**src/rtl/fpu_driver.sv**
```systemverilog
// rtl/fpu_driver.sv - one-at-a-time initiator for the FPU rdy/ack handshakes
// Issues one upstream request to the FPU, collects its result and returns it
// upstream. A watchdog turns a stalled issue or result wait into an error response.
module fpu_driver #(
    parameter int bitness   = 32,
    parameter int timeout   = 1024,
    parameter int cnt_width = 16
) (
    input  logic                 i_clock,
    input  logic                 i_reset,
    input  logic                 i_req_valid,
    output logic                 o_req_ready,
    input  logic [bitness-1:0]   i_req_a,
    input  logic [bitness-1:0]   i_req_b,
    input  logic [3:0]           i_req_cmd,
    output logic                 o_resp_valid,
    input  logic                 i_resp_ready,
    output logic [bitness-1:0]   o_resp_result,
    output logic                 o_resp_error,
    output logic                 o_fpu_input_rdy,
    input  logic                 i_fpu_input_ack,
    input  logic                 i_fpu_output_rdy,
    output logic                 o_fpu_output_ack,
    output logic [bitness-1:0]   o_fpu_data_a,
    output logic [bitness-1:0]   o_fpu_data_b,
    output logic [3:0]           o_fpu_command,
    input  logic [bitness-1:0]   i_fpu_result,
    output logic                 o_busy,
    output logic [cnt_width-1:0] o_job_count
);
    localparam int WD_W = $clog2(timeout);

    typedef enum logic [2:0] {
        S_IDLE, S_ISSUE, S_WAIT_RES, S_ACK, S_DRAIN, S_RESP
    } state_t;

    state_t                 r_state;
    state_t                 w_next;
    logic                   r_req_ready;
    logic [WD_W-1:0]        r_wd;
    logic [bitness-1:0]     r_data_a;
    logic [bitness-1:0]     r_data_b;
    logic [3:0]             r_command;
    logic [bitness-1:0]     r_resp_result;
    logic                   r_resp_error;
    logic [cnt_width-1:0]   r_job_count;
    logic                   w_accept;
    logic                   w_abort;
    logic                   w_wd_expired;

    assign w_wd_expired = (r_wd == WD_W'(timeout - 1));

    always_ff @(posedge i_clock or negedge i_reset) begin
        if (!i_reset) begin
            r_state <= S_IDLE;
        end else begin
            r_state <= w_next;
        end
    end

    // The awaited FPU event is checked before the watchdog so it wins a tie.
    always_comb begin
        w_next           = r_state;
        w_accept         = 1'b0;
        w_abort          = 1'b0;
        o_resp_valid     = 1'b0;
        o_fpu_input_rdy  = 1'b0;
        o_fpu_output_ack = 1'b0;
        o_busy           = (r_state != S_IDLE);
        case (r_state)
            S_IDLE: begin
                if (i_req_valid && r_req_ready) begin
                    w_accept = 1'b1;
                    w_next   = S_ISSUE;
                end
            end
            S_ISSUE: begin
                o_fpu_input_rdy = 1'b1;
                if (i_fpu_input_ack) begin
                    w_next = S_WAIT_RES;
                end else if (w_wd_expired) begin
                    w_abort = 1'b1;
                    w_next  = S_RESP;
                end
            end
            S_WAIT_RES: begin
                if (i_fpu_output_rdy) begin
                    w_next = S_ACK;
                end else if (w_wd_expired) begin
                    w_abort = 1'b1;
                    w_next  = S_RESP;
                end
            end
            S_ACK: begin
                o_fpu_output_ack = 1'b1;
                w_next           = S_DRAIN;
            end
            // Leaving only once output_rdy falls keeps a held result from being taken twice.
            S_DRAIN: begin
                if (!i_fpu_output_rdy) begin
                    w_next = S_RESP;
                end
            end
            S_RESP: begin
                o_resp_valid = 1'b1;
                if (i_resp_ready) begin
                    w_next = S_IDLE;
                end
            end
            default: begin
                w_next = S_IDLE;
            end
        endcase
    end

    always_ff @(posedge i_clock or negedge i_reset) begin
        if (!i_reset) begin
            r_req_ready   <= 1'b1;
            r_wd          <= '0;
            r_data_a      <= '0;
            r_data_b      <= '0;
            r_command     <= '0;
            r_resp_result <= '0;
            r_resp_error  <= 1'b0;
            r_job_count   <= '0;
        end else begin
            r_req_ready <= (w_next == S_IDLE);
            if (w_accept) begin
                r_data_a      <= i_req_a;
                r_data_b      <= i_req_b;
                r_command     <= i_req_cmd;
                r_wd          <= '0;
                r_resp_result <= '0;
                r_resp_error  <= 1'b0;
            end
            if (r_state == S_ISSUE || r_state == S_WAIT_RES) begin
                r_wd <= r_wd + WD_W'(1);
            end
            if (r_state == S_WAIT_RES && i_fpu_output_rdy) begin
                r_resp_result <= i_fpu_result;
            end
            if (w_abort) begin
                r_resp_result <= '0;
                r_resp_error  <= 1'b1;
            end
            if (r_state == S_RESP && i_resp_ready && !r_resp_error) begin
                r_job_count <= r_job_count + cnt_width'(1);
            end
        end
    end

    assign o_req_ready   = r_req_ready;
    assign o_fpu_data_a  = r_data_a;
    assign o_fpu_data_b  = r_data_b;
    assign o_fpu_command = r_command;
    assign o_resp_result = r_resp_result;
    assign o_resp_error  = r_resp_error;
    assign o_job_count   = r_job_count;
endmodule

```
**config.mk**
```make
export PLATFORM = sky130hd
export DESIGN_NAME = fpu_driver
export DESIGN_NICKNAME = d
export VERILOG_FILES = /design/src/rtl/fpu_driver.sv
export SDC_FILE = /design/constraint.sdc
export NUM_CORES = 1
export LEC_CHECK = 0
export BUFFER_PORTS_ARGS = -buffer_cell sky130_fd_sc_hd__buf_2
export CAP_MARGIN = 20
export CORE_ASPECT_RATIO = 1.25
export CORE_UTILIZATION = 34
export DETAILED_ROUTE_END_ITERATION = 8
export GPL_ROUTABILITY_DRIVEN = 0
export GPL_TIMING_DRIVEN = 0
export HOLD_SLACK_MARGIN = 0.02
export SYNTH_ARGS = -nofsm -noshare
export SYNTH_HDL_FRONTEND = slang
export SYNTH_SLANG_ARGS = --single-unit
```
**constraint.sdc**
```tcl
create_clock -name i_clock -period 2 [get_ports i_clock]
set_input_delay 0.6 -clock i_clock [delete_from_list [all_inputs] [get_ports i_clock]]
set_output_delay 0.6 -clock i_clock [all_outputs]
set_load 0.03 [all_outputs]
```
== After elaboration in Yosys (flattened, before gate mapping) ==
Index checks and enable logic that the tools add are counted.

* Register bits after elaboration: 131
* Input bits: 106
* Output and inout bits: 122
* Word-level logic and storage cells: 52

* Add/sub/neg operators: 2
* Equality and inequality tests: 6
* Mux-type cells: 23
* Reduce and logical (&&, ||, !) cells: 12

{| class="wikitable"
|+ Operators by type and width
! operator !! number
|-
| 32-bit two-way mux || 3
|-
| 10-bit two-way mux || 2
|-
| 3-bit two-way mux || 6
|-
| 3-bit one-hot mux with 6 select lines || 1
|-
| 16-bit by 1-bit adder with 16-bit output, second input constant || 1
|-
| 10-bit by 1-bit adder with 10-bit output, second input constant || 1
|-
| 10-bit == test, second input constant || 1
|-
| 1-bit two-way mux || 10
|-
| 3-bit by 2-bit == test with 1-bit output, second input constant || 2
|-
| 3-bit == test, second input constant || 2
|-
| 3-bit zero test || 2
|-
| 3-bit nonzero test || 2
|-
| 1-bit logical AND || 4
|-
| 2-bit nonzero test || 2
|-
| 3-bit by 1-bit == test with 1-bit output, second input constant || 1
|-
| 1-bit one-hot mux with 2 select lines || 1
|-
| 1-bit zero test || 1
|-
| 1-bit logical OR || 1
|}

== Depth between registers and ports, before layout ==
Gate-level depths: netlist (run 1).

* Depth in word-level cells: 6
* Mapped depth: 8
* Mapped depth without buffers: 5

== Least setup slack after synthesis (run 1) ==
No wires, ideal clock.

* Path kind: register -> register
* From: register r_state[1]
* To: register r_resp_result[10] (netlist: o_resp_result[10])
* Library setup time: 121 ps
* Arrival time: 1688 ps
* Data required time: 1879 ps
* Path slack: 191 ps
* Cell stages (with the launch flop): 8
* Path buffers: 3
* Period minus slack after synthesis: 1809 ps
* Path through: dfrtp_1 > buf_6 > or3_1 > buf_2 > or2_1 > o311a_4 > buf_6 > a22o_1

* Cells in the longest elaborated chain, start to end: 4
* Elaborated cells between the ends (all ways): 9
* Those cells by class: eq/ne: 2; mux: 4; reduce/logical: 3

{| class="wikitable"
|+ RTL lines
! element !! line !! text
|-
| from (decl) || 37 || <nowiki>state_t r_state;</nowiki>
|-
| from (signal assigned) || 57 || <nowiki>r_state <= w_next;</nowiki>
|-
| branches (longest 4 deep; another with 3-bit by 2-bit == test with 1-bit output) || n/a ||
|-
| to (signal assigned) || 140 || <nowiki>r_resp_result <= i_fpu_result;</nowiki>
|-
| to (decl) || 44 || <nowiki>logic [bitness-1:0] r_resp_result;</nowiki>
|}

Several ways; the timed one is not identified.
A chain may end at the register's enable or synchronous reset.

== Worst setup path after layout (run 1) ==
* From: register r_state[2]
* To: output port o_busy

* Cells in the longest elaborated chain, start to end: 1

{| class="wikitable"
|+ RTL lines
! element !! line !! text
|-
| 3-bit nonzero test || 69 || <nowiki>o_busy = (r_state != S_IDLE);</nowiki>
|-
| to (decl) || 28 || <nowiki>output logic o_busy,</nowiki>
|}

Every way passes these cells.

==> impl_metrics.json, run 1 <==
{
  "end_kind": "output port",
  "design.die.area_um2": 16000,
  "ys_types": 45,
  "clk_path_buf_depth": 2,
  "pin_count": 228,
  "grt_usage": 0.174,
  "netSwitchingPower_w": 0.00556,
  "skew_ns": 0.00993,
  "critPathLaunch": "r_state[2]",
  "antenna_found_initial": 0,
  "ant_nets": 0,
  "design_area_um2": 7330,
  "synth_largest_area_cell": "dfrtp_1",
  "worst_slew_pin_slew_ns": 0.460,
  "synthArstFlopShare": 1.00,
  "cts_tree": "built",
  "path_clk_slew_ns": 0.06,
  "r2r-end": "o_resp_result[7]",
  "min_path_type": "in -> async",
  "pre_cts_ws_ns": -0.0698,
  "cp.arrival_ns": 1.40,
  "tns_ns": 0,
  "grt_max_degree": 87,
  "drv_slew": 0,
  "placed_area_um2": 6660,
  "p_sw_frac": 0.425,
  "r2r_setup_slack_ns": 0.09,
  "ff2ff_path_depth": 6,
  "htreeDepth": 4,
  "maxCapViolCount": 0,
  "fin_ws_ns": 0.00469,
  "synth.area.top_cells": "dfrtp_1 (62%), nand2_1 (15%), a22o_1 (6.0%), xnor2_1 (2.2%), buf_2 (1.5%)",
  "core_um2": 15000,
  "area_growth_pct": 39.4,
  "cp.required_ns": 1.40,
  "drt-initial-drc-count": 187,
  "path_class": "reg -> out",
  "via_per_inst": 4.73,
  "synth_ff_type": "dfrtp_1",
  "ir_drop_mv": 0.863,
  "post-route-drc-count": 0,
  "grt_pass1_vias": 4483,
  "fin_cells": 951,
  "grt_pass1_wl_um": 21800,
  "fp.dieH_um": 141,
  "nNetsFinal": 864,
  "hpwl_um": 9730,
  "avgSynthCellArea_um2": 10.4,
  "finalSetupViolCount": 0,
  "clkSinkCount": 131,
  "routed_wl_um": 13300,
  "synthesis.nets": 615,
  "rsz0062_at_grt": "true",
  "p_seq_frac": 0.333,
  "p_int_w": 0.00751,
  "dp.cells": 917,
  "root_buffer": "clkbuf_16",
  "grt_remaining_overflow": 0,
  "ys_seq_area_frac": 0.624,
  "clkPwrFrac": 0.236,
  "leakage_nw": 4.11,
  "fillers": 1461,
  "ctsHoldBuffers": 0,
  "num_vias": 4495,
  "post-route-period-util": 0.998,
  "worstSetupEndpoint": "o_busy",
  "timing.fmax_mhz": 501,
  "status": "finished, final reports clean",
  "port_buffers": 227,
  "postSynthCellCount": 507,
  "num_antenna_cells": 0,
  "post_drt_wl_per_cell_um": 14.0,
  "startpoint_type": "flop",
  "timing.rr.start": "r_wd[1]",
  "ys.warnings.count": 0,
  "power_density_nw_per_um2": 1780,
  "netlist_area_um2": 5260,
  "combPwrFrac": 0.431,
  "initial_utilization": 0.350,
  "synth_top_area_share": 0.619,
  "die_x_um": 113,
  "dr.pass1.iters": 4,
  "yosysMostFrequentCell": "nand2_1",
  "drive_above_1_share": 0.389,
  "synth-seq-cells": 131,
  "clk_latency_ns": 0.41,
  "timing.final.crit_period_ns": 2.00,
  "crit_fanout": 4,
  "numCtsBuffers": 17,
  "core.rowCount": 50,
  "synthTopCellsByCount": "nand2_1 (214), dfrtp_1 (130), a22o_1 (36), buf_2 (16), xnor2_1 (13)",
  "hold_viol": 0,
  "utilization": 0.488,
  "synth_edf_count": 0,
  "slew_headroom": 0.691
}
-- metrics by stage --
stage / hold WS, ns / power, W
2_1_floorplan: 0.304 / 0.00819
3_3_place_gp: 0.452 / 0.00982
3_5_place_dp: 0.457 / 0.00996
4_1_cts: 0.108 / 0.0132
5_1_grt: 0.128 / 0.0139
6_report: 0.109 / 0.0131
-- worst min-delay path by stage --
stage | endpoint | slack [ns] | cells past startpoint
finish | o_fpu_data_b[13] | 0.11 | 1
global route | o_fpu_data_b[13] | 0.13 | 1
CTS | o_fpu_data_b[13] | 0.11 | 1
detailed placement | o_fpu_data_b[13] | 0.46 | 2
global placement | o_fpu_command[2] | 0.45 | 2
floorplan | o_fpu_command[0] | 0.30 | 0
-- what timing repair did --
| item | CTS | global route |
|---|---|---|
| pin swaps | 1 | 3 |
| setup buffers | 3 | 1 |
| hold endpoints to repair | 0 | 0 |
| gates resized for setup | 9 | 14 |
| endpoints found under the setup margin | 24 | 55 |
-- cell type report --
| type | count | area (um^2) | share of cell area |
|---|---|---|---|
| plain buffers | 25 | 154 | 0.0210 |
| clock buffers | 21 | 470 | 0.0642 |
| clock inverters | 11 | 124 | 0.0169 |
| inverters | 4 | 15.0 | 0.00205 |
| multi-input cells | 345 | 1840 | 0.251 |
| flip-flops and latches | 131 | 3280 | 0.447 |
| well taps | 182 | 228 | 0.0311 |
| repair buffers | 232 | 1220 | 0.167 |
-- power by group through the flow --
stage / clock [W] / combinational, W / sequential, W
after floorplan: 0 / 0.00187 / 0.00632
after global placement: 0 / 0.00549 / 0.00433
after detailed placement: 0 / 0.00560 / 0.00436
after CTS: 0.00317 / 0.00565 / 0.00435
after global routing: 0.00329 / 0.00610 / 0.00450
final: 0.00308 / 0.00563 / 0.00435
-- registers in the layout, summed over array words and instances, names as in the netlist --
register	count
o_fpu_command	4
o_resp_error	1
r_state	3
o_fpu_data_b	32
r_wd	10
o_resp_result	32
o_job_count	16
o_req_ready	1
o_fpu_data_a	32
-- routing by layer --
metal  global-route usage  wire length (um)
met5                    0                 0
met4               0.0852               297
met3               0.0417               614
met2                0.296              6900
met1                0.207              5470
-- worst max-delay path, stage by stage, from the launching register on --
cell and delay, ns:
dfrtp_1 0.40, or3_4 0.43, buf_6 0.16
-- logic make-up (layout without fill, tap and decap cells) --
kind of cell / count (synthesis) / count (layout) / share of synthesized area
simple gates: 270 / 270 / 0.216
flops: 131 / 131 / 0.624
compound gates: 52 / 52 / 0.0857
buf+inv: 31 / 293 / 0.0338
xor+xnor: 18 / 18 / 0.0300
mux: 3 / 3 / 0.00595
fa+ha+maj: 2 / 2 / 0.00476
-- layout by cell type (no fill, tap or decap), types with 3 or more instances in the layout --
master and count:
a22o_1 36, and3_1 7, buf_2 236, buf_4 6, buf_6 9, clkbuf_1 5, clkbuf_16 17, clkbuf_8 3
clkinv_2 3, clkinvlp_4 3, dfrtp_1 129, inv_1 3, inv_6 3, nand2_1 214, nand3_1 9, nand4_1 6
nor2_1 7, nor3_1 4, o31ai_1 3, xnor2_1 13, xor2_1 5
(Power assumes the default switching activity.)
==> run 2: changes to the inputs <==
==> constraint.sdc (replaced) <==
create_clock -name i_clock -period 2 [get_ports i_clock]
set_input_delay 0.2 -clock i_clock [delete_from_list [all_inputs] [get_ports i_clock]]
set_output_delay 0.2 -clock i_clock [all_outputs]
set_load 0.03 [all_outputs]
==> impl_metrics.json, run 2 (same netlist as run 1, synthesis figures left out) <==
{
  "drv_slew": 0,
  "clk_path_buf_depth": 2,
  "clkSinkCount": 131,
  "path_class": "reg -> reg",
  "design.die.area_um2": 16000,
  "crit_fanout": 10,
  "p_int_w": 0.00759,
  "grt_max_degree": 87,
  "rsz0062_at_grt": "false",
  "status": "finished, final reports clean",
  "core.rowCount": 50,
  "path_clk_slew_ns": 0.06,
  "crit_chain": "ha_2 -> and4_4 -> nand4_1 -> o311a_4 -> buf_6 -> a22o_1",
  "timing.fmax_mhz": 518,
  "nNetsFinal": 964,
  "p_seq_frac": 0.330,
  "ir_drop_mv": 1.08,
  "fin_cells": 1051,
  "crit_slowest_cell": "o311a_4",
  "worst_slew_pin_slew_ns": 0.460,
  "dr.pass1.iters": 5,
  "htreeDepth": 4,
  "timing.final.crit_period_ns": 1.93,
  "combPwrFrac": 0.438,
  "finalSetupViolCount": 0,
  "top_usage_layer": "met2",
  "cp.arrival_ns": 2.22,
  "initial_utilization": 0.350,
  "grt_pass1_wl_um": 24500,
  "min_path_type": "in -> reg",
  "die_x_um": 113,
  "leakage_nw": 4.53,
  "slowest_delay_ns": 0.44,
  "hold_depth": 2,
  "cp.required_ns": 2.29,
  "pre_cts_ws_ns": -0.0698,
  "end_kind": "flop",
  "routed_wl_um": 14800,
  "met1_usage": 0.224,
  "num_antenna_cells": 0,
  "post-route-period-util": 0.965,
  "multi_input_comb_area_um2": 1820,
  "final_cell_mix": "buf_2 (236), nand2_1 (214), dfrtp_1 (130)",
  "core_um2": 15000,
  "pin_count": 228,
  "root_buffer": "clkbuf_16",
  "netSwitchingPower_w": 0.00564,
  "area_growth_pct": 58.1,
  "skew_ns": 0.00638,
  "power_density_nw_per_um2": 1590,
  "grt_remaining_overflow": 0,
  "num_vias": 4946,
  "grt_use_met2": 0.326,
  "startpoint_type": "flop",
  "clk_latency_ns": 0.41,
  "via_per_inst": 4.71,
  "p_sw_frac": 0.426,
  "fp.dieH_um": 141,
  "drive_above_1_share": 0.336,
  "drt-initial-drc-count": 225,
  "numCtsBuffers": 17,
  "fillers": 1334,
  "port_buffers": 227,
  "fin_ws_ns": 0.0702,
  "antenna_found_initial": 0,
  "hold_ws_ns": 0.110,
  "cts_tree": "built",
  "use_met3": 0.0537,
  "ant_nets": 0,
  "post_drt_wl_per_cell_um": 14.1,
  "hpwl_um": 9730,
  "post-route-drc-count": 0,
  "ff2ff_path_depth": 6,
  "final_common_cell": "buf_2",
  "maxCapViolCount": 0,
  "slew_headroom": 0.691,
  "dp.cells": 917,
  "seqCellArea_um2": 3280,
  "grt_usage": 0.196,
  "placed_area_um2": 6660,
  "hold_viol": 0,
  "design_area_um2": 8310,
  "grt_pass1_vias": 5127,
  "clkPwrFrac": 0.233
}
## run 2: cell types whose count changed in the layout (fill, tap and decap cells not counted), sizes merged
cell,change
clkbuf,+4
buf,-5
dlygate4sd3,+101
## run 2: stage by stage
| stage | power [W] | TNS, ns | util |
|---|---|---|---|
| floorplan | 0.00819 | 0 | - |
| global placement | 0.00982 | -127.42 | 0.441 |
| detailed placement | 0.00996 | -1.12 | 0.443 |
| CTS | 0.0133 | 0 | 0.550 |
| global route | 0.0141 | 0 | 0.554 |
| finish | 0.0132 | 0 | 0.554 |
## run 2: power groups by stage
stage / combinational [W] / clock [W] / sequential (W)
6_report: 0.00579 / 0.00308 / 0.00436
2_1_floorplan: 0.00187 / 0 / 0.00632
5_1_grt: 0.00626 / 0.00329 / 0.00451
3_3_place_gp: 0.00549 / 0 / 0.00433
4_1_cts: 0.00576 / 0.00317 / 0.00435
3_5_place_dp: 0.00560 / 0 / 0.00436
## run 2: area by class of cell
cell class              instances  area share
inverters                       4     0.00181
well taps                     182      0.0274
repair buffers                330       0.263
flip-flops and latches        131       0.395
multi-input cells             345       0.219
plain buffers                  27      0.0220
clock buffers                  21      0.0566
clock inverters                11      0.0149
## run 2: critical path: cells and delay by family, from the launching register on
kind | cells | cell delay (ns)
flip-flops | 1 | 0.40
adder cells (fa/ha/maj) | 1 | 0.23
buffers and inverters | 1 | 0.15
AND/OR/NAND/NOR | 2 | 0.40
AO/OA/AOI/OAI | 2 | 0.63
## run 2: repair_timing
item,CTS,global route
gates resized for setup,1,15
setup endpoints to repair,20,91
hold buffers,100,1
pin swaps,0,1
buffers inserted,0,1
hold endpoints to repair,144,1
## run 2: routing by layer
layer  wire [um]  vias to the layer above
met5           0                        -
met4         609                        0
met3         704                       45
met2        7440                      163
met1        6040                     2357
li1            -                     2381
## run 2: worst paths after layout
kind | start | end | slack [ns]
min in group asynchronous | i_reset | o_fpu_data_b[13] | 0.29
worst max register to register | r_wd[1] | o_resp_result[12] | 0.07
worst max-delay path | r_wd[1] | o_resp_result[12] | 0.07
max in group asynchronous | i_reset | o_req_ready | 0.90
worst min-delay path | i_fpu_input_ack | r_state[1] | 0.11
worst min register to register | o_fpu_command[2] | o_fpu_command[2] | 0.46
